[src/rtl/gate_probe_pkg.sv]
// Shared types and constants for the gate truth-table prober: FSM states,
// reference truth tables of the standard 2-input gates and their codes.
package gate_probe_pkg;

  typedef enum logic [1:0] {
    IDLE  = 2'd0,
    DRIVE = 2'd1,
    DONE  = 2'd2
  } state_t;

  // Truth tables indexed by {a,b}: bit i is the gate output for input pair i.
  localparam logic [3:0] TT_AND  = 4'h8;
  localparam logic [3:0] TT_OR   = 4'hE;
  localparam logic [3:0] TT_XOR  = 4'h6;
  localparam logic [3:0] TT_NAND = 4'h7;
  localparam logic [3:0] TT_NOR  = 4'h1;
  localparam logic [3:0] TT_XNOR = 4'h9;

  localparam logic [2:0] GC_UNKNOWN = 3'd0;
  localparam logic [2:0] GC_AND     = 3'd1;
  localparam logic [2:0] GC_OR      = 3'd2;
  localparam logic [2:0] GC_XOR     = 3'd3;
  localparam logic [2:0] GC_NAND    = 3'd4;
  localparam logic [2:0] GC_NOR     = 3'd5;
  localparam logic [2:0] GC_XNOR    = 3'd6;

  // Step k drives {a,b} = {k[1], k[1]^k[0]}: a Gray walk 00, 01, 11, 10.
  function automatic logic [1:0] step_stim(input logic [1:0] step);
    return {step[1], step[1] ^ step[0]};
  endfunction

endpackage

[src/rtl/gate_truth_table_prober_if.sv]
// Control/result bundle of the gate truth-table prober.
// gate_code is present only when GATE_CLASSIFY_EN is defined.
interface gate_truth_table_prober_if;
  logic       start;
  logic       busy;
  logic       done;
  logic [3:0] truth_table;
`ifdef GATE_CLASSIFY_EN
  logic [2:0] gate_code;

  modport master (output start, input busy, input done, input truth_table, input gate_code);
  modport slave  (input start, output busy, output done, output truth_table, output gate_code);
`else
  modport master (output start, input busy, input done, input truth_table);
  modport slave  (input start, output busy, output done, output truth_table);
`endif
endinterface

[src/rtl/gate_classifier.sv]
// Combinational lookup from a 2-input truth table to a standard gate code;
// anything that is not one of the six known gates reports UNKNOWN.
module gate_classifier
  import gate_probe_pkg::*;
(
  input  logic [3:0] tt,
  output logic [2:0] code
);

  always_comb begin
    code = GC_UNKNOWN;
    case (tt)
      TT_AND:  code = GC_AND;
      TT_OR:   code = GC_OR;
      TT_XOR:  code = GC_XOR;
      TT_NAND: code = GC_NAND;
      TT_NOR:  code = GC_NOR;
      TT_XNOR: code = GC_XNOR;
      default: code = GC_UNKNOWN;
    endcase
  end

endmodule

[src/rtl/gate_truth_table_prober.sv]
// Walks a 2-input combinational cell through 00,01,11,10 and captures its truth table.
// Optional gate classification output is enabled by defining GATE_CLASSIFY_EN.
module gate_truth_table_prober
  import gate_probe_pkg::*;
#(
  parameter int HOLD_CYCLES = 20
)
(
  input  logic                       clk,
  input  logic                       areset_n,
  gate_truth_table_prober_if.slave   ctrl,
  output logic                       stim_a,
  output logic                       stim_b,
  input  logic                       dut_out
);

  localparam int               CNT_W    = $clog2(HOLD_CYCLES + 1);
  localparam logic [CNT_W-1:0] CNT_LAST = CNT_W'(HOLD_CYCLES - 1);

  state_t           state, state_nxt;
  logic [1:0]       step, step_nxt;
  logic [CNT_W-1:0] cnt, cnt_nxt;
  logic [1:0]       stim_nxt;
  logic             busy, busy_nxt;
  logic             done, done_nxt;
  logic [3:0]       shadow, shadow_nxt;
  logic [3:0]       tt, tt_nxt;

  always_comb begin
    state_nxt  = state;
    step_nxt   = step;
    cnt_nxt    = cnt;
    stim_nxt   = {stim_a, stim_b};
    busy_nxt   = busy;
    done_nxt   = 1'b0;
    shadow_nxt = shadow;
    tt_nxt     = tt;
    case (state)
      IDLE: begin
        if (ctrl.start) begin
          state_nxt = DRIVE;
          step_nxt  = 2'd0;
          cnt_nxt   = '0;
          stim_nxt  = 2'b00;
          busy_nxt  = 1'b1;
        end
      end
      DRIVE: begin
        if (cnt == CNT_LAST) begin
          // Sample at the last cycle of the hold; the cell is combinational,
          // so even a one-cycle hold sees a settled output here.
          shadow_nxt[{stim_a, stim_b}] = dut_out;
          cnt_nxt = '0;
          if (step == 2'd3) begin
            state_nxt = DONE;
            tt_nxt    = shadow_nxt;
            done_nxt  = 1'b1;
            busy_nxt  = 1'b0;
            stim_nxt  = 2'b00;
          end else begin
            step_nxt = step + 2'd1;
            stim_nxt = step_stim(step + 2'd1);
          end
        end else begin
          cnt_nxt = cnt + CNT_W'(1);
        end
      end
      DONE: begin
        state_nxt = IDLE;
      end
      default: begin
        state_nxt = IDLE;
      end
    endcase
  end

  always_ff @(posedge clk or negedge areset_n) begin
    if (!areset_n) begin
      state  <= IDLE;
      step   <= 2'd0;
      cnt    <= '0;
      stim_a <= 1'b0;
      stim_b <= 1'b0;
      busy   <= 1'b0;
      done   <= 1'b0;
      shadow <= 4'h0;
      tt     <= 4'h0;
    end else begin
      state  <= state_nxt;
      step   <= step_nxt;
      cnt    <= cnt_nxt;
      stim_a <= stim_nxt[1];
      stim_b <= stim_nxt[0];
      busy   <= busy_nxt;
      done   <= done_nxt;
      shadow <= shadow_nxt;
      tt     <= tt_nxt;
    end
  end

  assign ctrl.busy        = busy;
  assign ctrl.done        = done;
  assign ctrl.truth_table = tt;

`ifdef GATE_CLASSIFY_EN
  logic [2:0] code_nxt;
  logic [2:0] gate_code;

  gate_classifier u_classifier (
    .tt   (tt_nxt),
    .code (code_nxt)
  );

  // Updated together with truth_table so the two never disagree.
  always_ff @(posedge clk or negedge areset_n) begin
    if (!areset_n) begin
      gate_code <= GC_UNKNOWN;
    end else if (done_nxt) begin
      gate_code <= code_nxt;
    end
  end

  assign ctrl.gate_code = gate_code;
`endif

endmodule

[src/flat_wrapper.sv]
// flat-port wrapper written by rule: the top's interface ports become plain ports
module gate_truth_table_prober_flat import gate_probe_pkg::*;
#(
  parameter int HOLD_CYCLES = 20
)
  (clk, areset_n, stim_a, stim_b, dut_out, ctrl_start, ctrl_busy, ctrl_done, ctrl_truth_table);
  gate_truth_table_prober_if ctrl_i ();
  input  logic clk;
  input  logic areset_n;
  output logic stim_a;
  output logic stim_b;
  input  logic dut_out;
  input wire logic [$bits(ctrl_i.start)-1:0] ctrl_start;
  output wire logic [$bits(ctrl_i.busy)-1:0] ctrl_busy;
  output wire logic [$bits(ctrl_i.done)-1:0] ctrl_done;
  output wire logic [$bits(ctrl_i.truth_table)-1:0] ctrl_truth_table;
  assign ctrl_i.start = ctrl_start;
  assign ctrl_busy = ctrl_i.busy;
  assign ctrl_done = ctrl_i.done;
  assign ctrl_truth_table = ctrl_i.truth_table;
  gate_truth_table_prober #(.HOLD_CYCLES(HOLD_CYCLES)) u_core (.clk(clk), .areset_n(areset_n), .ctrl(ctrl_i), .stim_a(stim_a), .stim_b(stim_b), .dut_out(dut_out));
endmodule
[config.mk]
export PLATFORM = sky130hd
export DESIGN_NAME = gate_truth_table_prober_flat
export DESIGN_NICKNAME = d
export VERILOG_FILES = /design/src/rtl/gate_probe_pkg.sv /design/src/rtl/gate_truth_table_prober_if.sv /design/src/rtl/gate_classifier.sv /design/src/rtl/gate_truth_table_prober.sv /design/src/flat_wrapper.sv
export SDC_FILE = /design/constraint.sdc
export NUM_CORES = 1
export LEC_CHECK = 0
export ABC_AREA = 0
export BUFFER_PORTS_ARGS = -buffer_cell sky130_fd_sc_hd__clkbuf_2
export CAP_MARGIN = 30
export CORE_UTILIZATION = 56
export DETAILED_ROUTE_END_ITERATION = 8
export GPL_ROUTABILITY_DRIVEN = 0
export HOLD_SLACK_MARGIN = 0.05
export MAX_ROUTING_LAYER = met4
export PLACE_DENSITY = 0.74
export SYNTH_ARGS = -nofsm -noshare
export SYNTH_HDL_FRONTEND = slang
export SYNTH_HIERARCHICAL = 1
export SYNTH_SLANG_ARGS = --single-unit
[constraint.sdc]
create_clock -name clk -period 1.75 [get_ports clk]
set_input_delay 0.35 -clock clk [delete_from_list [all_inputs] [get_ports clk]]
set_output_delay 0.35 -clock clk [all_outputs]
set_load 0.02 [all_outputs]
## Word level (Yosys, flattened, before mapping)

Index checks and enable logic that the tools add are counted.

| word-level totals | value |
|---|---|
| bits in registers | 21 |
| output and inout port bits | 8 |
| input port bits | 4 |
| word-level logic and storage cells | 55 |

| operators by class | value |
|---|---|
| mux-type cells | 24 |
| order comparisons | 2 |
| equality and inequality tests | 7 |
| bitwise operators | 1 |
| reduce and logical (&&, ||, !) cells | 10 |
| add/sub/neg operators | 2 |

Operators by type and width:

| kind | count |
|---|---|
| $mux 2 | 8 |
| $pmux 2 s2 | 3 |
| $mux 5 | 2 |
| $pmux 5 s2 | 1 |
| $reduce_and 3->1 | 3 |
| $reduce_and 4->1 | 2 |
| $mux 1 | 7 |
| $add 5x1->5 const B | 1 |
| $eq 5x5->1 const B | 1 |
| $bwmux 4 | 1 |
| $ne 2x1->1 const B | 2 |
| $ne 2x2->1 const B | 2 |
| $reduce_and 2->1 | 2 |
| $lt 2x3->1 const B | 1 |
| $add 2x1->2 const B | 1 |
| $demux 1 s2 | 1 |
| $eq 2x1->1 const B | 1 |
| $eq 2x2->1 const B | 1 |
| $ge 2x1->1 const B | 1 |
| $logic_not 2->1 | 1 |
| $pmux 1 s2 | 1 |
| $reduce_bool 2->1 | 1 |
| $logic_and 1x1->1 | 1 |
| $xor 1x1->1 | 1 |

## Longest topological paths before layout

| depth | value |
|---|---|
| depth after elaboration | 5 |
| depth in mapped cells | 5 |
| mapped depth without buffers | 4 |

## Worst setup path after synthesis

Ideal clock, no wire load.

| path | value |
|---|---|
| kind | reg2reg |
| from | register u_core.cnt[0] |
| to | register u_core.tt[0] (netlist: u_core/ctrl.truth_table[0]) |
| period minus slack after synthesis | 1.532 ns |
| setup time | 0.125 ns |
| stages on the path, launching flop included | 6 |
| buffers on the path | 1 |
| required time | 1.625 ns |
| setup slack | 0.218 ns |
| data arrival time | 1.407 ns |
| path through | dfrtp_1 > ha_1 > and4bb_4 > and3_4 > buf_6 > mux2_4 |

| between the ends | value |
|---|---|
| cells in the longest elaborated chain, start to end | 2 |

RTL lines:

| element | RTL line | RTL |
|---|---|---|
| from (decl) | gate_truth_table_prober.sv:22 | `logic [CNT_W-1:0] cnt, cnt_nxt;` |
| from (signal assigned) | gate_truth_table_prober.sv:91 | `cnt <= cnt_nxt;` |
| $eq 5x5->1 | gate_truth_table_prober.sv:49 | `if (cnt == CNT_LAST) begin` |
| $reduce_and 3->1 (no line) | n/a |  |
| to (signal assigned) | gate_truth_table_prober.sv:97 | `tt <= tt_nxt;` |
| to (decl) | gate_truth_table_prober.sv:27 | `logic [3:0] tt, tt_nxt;` |

Every way passes these cells.
A chain may end at the register's enable or synchronous reset.

## Worst setup path after layout

| path | value |
|---|---|
| from | register u_core.cnt[0] |
| to | register u_core.tt[1] (netlist: u_core/ctrl.truth_table[1]) |

The elaborated chain is that of the path after synthesis.

==> results.tsv <==
metric	value	unit
worst_slack	0.131	ns
clock_skew	0.000481	ns
root_buffer	clkbuf_4	
timing.final.hold_violations	0	
vias	735	
drt_iter0_drc	23	
drive_gt1_frac	0.259	
ys_types	35	
hold_path_end	u_core/shadow[2]	
diodes	0	
rr_startpoint	u_core/cnt[0]	
cts_tree	done	
num_rows	15	
ctsResizeCount	0	
area_growth_syn_to_layout	11.2	%
rrSetupSlack	0.13	ns
rsz0062_at_grt	no	
hold_path_startpoint	dut_out	
netlist.area_leader.share	0.488	
leakagePower	0.588	nW
cts.clk_slew.worst_paths	0.10	ns
power.internal	0.000699	W
worstMarginPinSlew	0.505	ns
clock.fmax	618	MHz
fin_nets	115	
drc	0	
final_common_cell	dfrtp_1	
finalSetupViolCount	0	
h-tree-depth	1	
synth_nets	98	
p_sw	0.000255	W
fillers	152	
numCtsBuffers	3	
hpwl	1.34	mm
worstSetupStartpointType	register	
port_buffers	11	
initial_core_util	0.610	
yosysWarnings	6	
worstSetupPathType	register to register	
netlist_area	1080	µm²
clkPwrFrac	0.230	
synth_area_leader_cell	dfrtp_1	
slew_violations	0	
gr-total-overflow	0	
crit_path_end_kind	register	
grt.total_usage	0.213	
power.share.sequential	0.580	
hold_path_class	input pin to register	
clockBufferDepth	2	
avgViaCountPerCell	5.53	
dieHeight	45.8	µm
grt_start_max_net_pins	22	
syn_area_per_cell	11.7	µm²
powerDensity	797	nW/µm²
ys_ff_latch	21	
layout_common_cells	dfrtp_1, clkbuf_2, nand2_1	
fp.dieW	45.8	µm
period_share	0.925	
fin_tns_setup	0	ns
grt_first_pass_wirelength	3.02	mm
crit_required	1.94	ns
min_path_cells	2	
place_ws	0.148	ns
clk_latency	0.29	ns
timing.rr.end	u_core/ctrl.truth_table[1]	
drtPass1Iterations	4	
pwr-share-comb	0.190	
drv_cap	0	
synth-async-reset-ratio	1.00	
reg2reg_depth	4	
wl	1.78	mm
sw_frac_of_total	0.267	
synthCells	92	
timing.slew.headroom	0.663	
outcome	finished, final reports clean	
whs	0.352	ns
synth-edff-count	0	
area.sequential	526	µm²
drtAntennaViolNets	0	
final_core_util	0.678	
antenna_found_initial	0	
netlist_top_cells_area	dfrtp_1, mux2_1, mux2_4	
multiInputGateArea	510	µm²
dieArea	2100	µm²
clock-sinks	21	
ys_seq_area_frac	0.488	
wl_per_cell	13.4	µm
worstPathArrival	1.80	ns
crit_fanout	6	
io_pins	12	
core-area	1760	µm²
ys.flop_type	dfrtp_1	
peakVddDrop	513	µV
grt_pass1_vias	722	
period_minus_slack	1.62	ns
-- power groups by stage --
stage                     combinational, W  sequential [W]  clock [W]
after CTS                         0.000184        0.000553   0.000233
final                             0.000181        0.000553   0.000219
after floorplan                   0.000130        0.000563          0
after global routing              0.000207        0.000560   0.000254
after global placement            0.000178        0.000560          0
after detailed placement          0.000181        0.000563          0
-- stage by stage --
step	area, µm²	cells	power, W
5_1_grt	1200	133	0.00102
4_1_cts	1200	133	0.000971
2_1_floorplan	1080	92	0.000693
3_3_place_gp	1160	128	0.000739
6_report	1200	133	0.000954
3_5_place_dp	1160	128	0.000744
-- layer usage --
metal  track usage  vias to the layer above  part of all wire
li1              -                      369                 -
met1         0.270                      357              0.49
met2         0.337                        7              0.49
met3        0.0357                        2             0.016
met4        0.0882                        0            0.0067
met5             -                        -                 0
-- flip-flops by register name (all words and copies together) (netlist names) --
| name | cells |
|---|---|
| u_core/cnt | 5 |
| u_core/ctrl.truth_table | 4 |
| u_core/shadow | 4 |
| u_core/state | 2 |
| u_core/step | 2 |
| u_core/ctrl.busy | 1 |
| u_core/ctrl.done | 1 |
| u_core/stim_a | 1 |
| u_core/stim_b | 1 |
-- what timing repair did --
action                                 CTS  global route
endpoints found under the hold margin   21             0
buffers inserted                         0             0
setup endpoints to repair                0             0
hold buffers                             1             0
-- logic make-up after synthesis --
| group | count (synthesis) | share of synthesized area |
|---|---|---|
| adder cells (fa/ha/maj) | 2 | 0.0233 |
| flip-flops | 21 | 0.488 |
| multiplexers | 13 | 0.144 |
| AND/OR/NAND/NOR | 31 | 0.178 |
| buffers and inverters | 6 | 0.0372 |
| AO/OA/AOI/OAI | 17 | 0.113 |
| XOR/XNOR | 2 | 0.0163 |
-- worst max-delay path by stage --
stage,from,endpoint,cells past startpoint
after detailed placement,u_core/cnt[0],u_core/ctrl.truth_table[1],4
after global placement,u_core/cnt[0],u_core/ctrl.truth_table[0],4
final,u_core/cnt[0],u_core/ctrl.truth_table[1],4
after floorplan,u_core/cnt[0],u_core/ctrl.truth_table[0],5
after global routing,u_core/cnt[0],u_core/shadow[2],5
after CTS,u_core/cnt[0],u_core/ctrl.truth_table[3],4
-- synth_stat cells, types with 3 or more instances --
library cell / number
dfrtp_1: 21
mux2_4: 3
nand3_1: 4
nand2b_1: 6
nand2_1: 7
o21ai_1: 4
mux2_1: 6
-- critical path: stages, from the launching register on --
cell	delay (ns)
dfrtp_1	0.41
ha_1	0.26
and4bb_4	0.28
and3_4	0.25
mux2_4	0.31
-- final cells by class --
type	instances	area share
multi-input cells	65	0.427
repair buffers	16	0.0795
clock buffers	4	0.0220
inverters	2	0.00628
well taps	25	0.0262
flip-flops and latches	21	0.439
(Power assumes the default switching activity.)
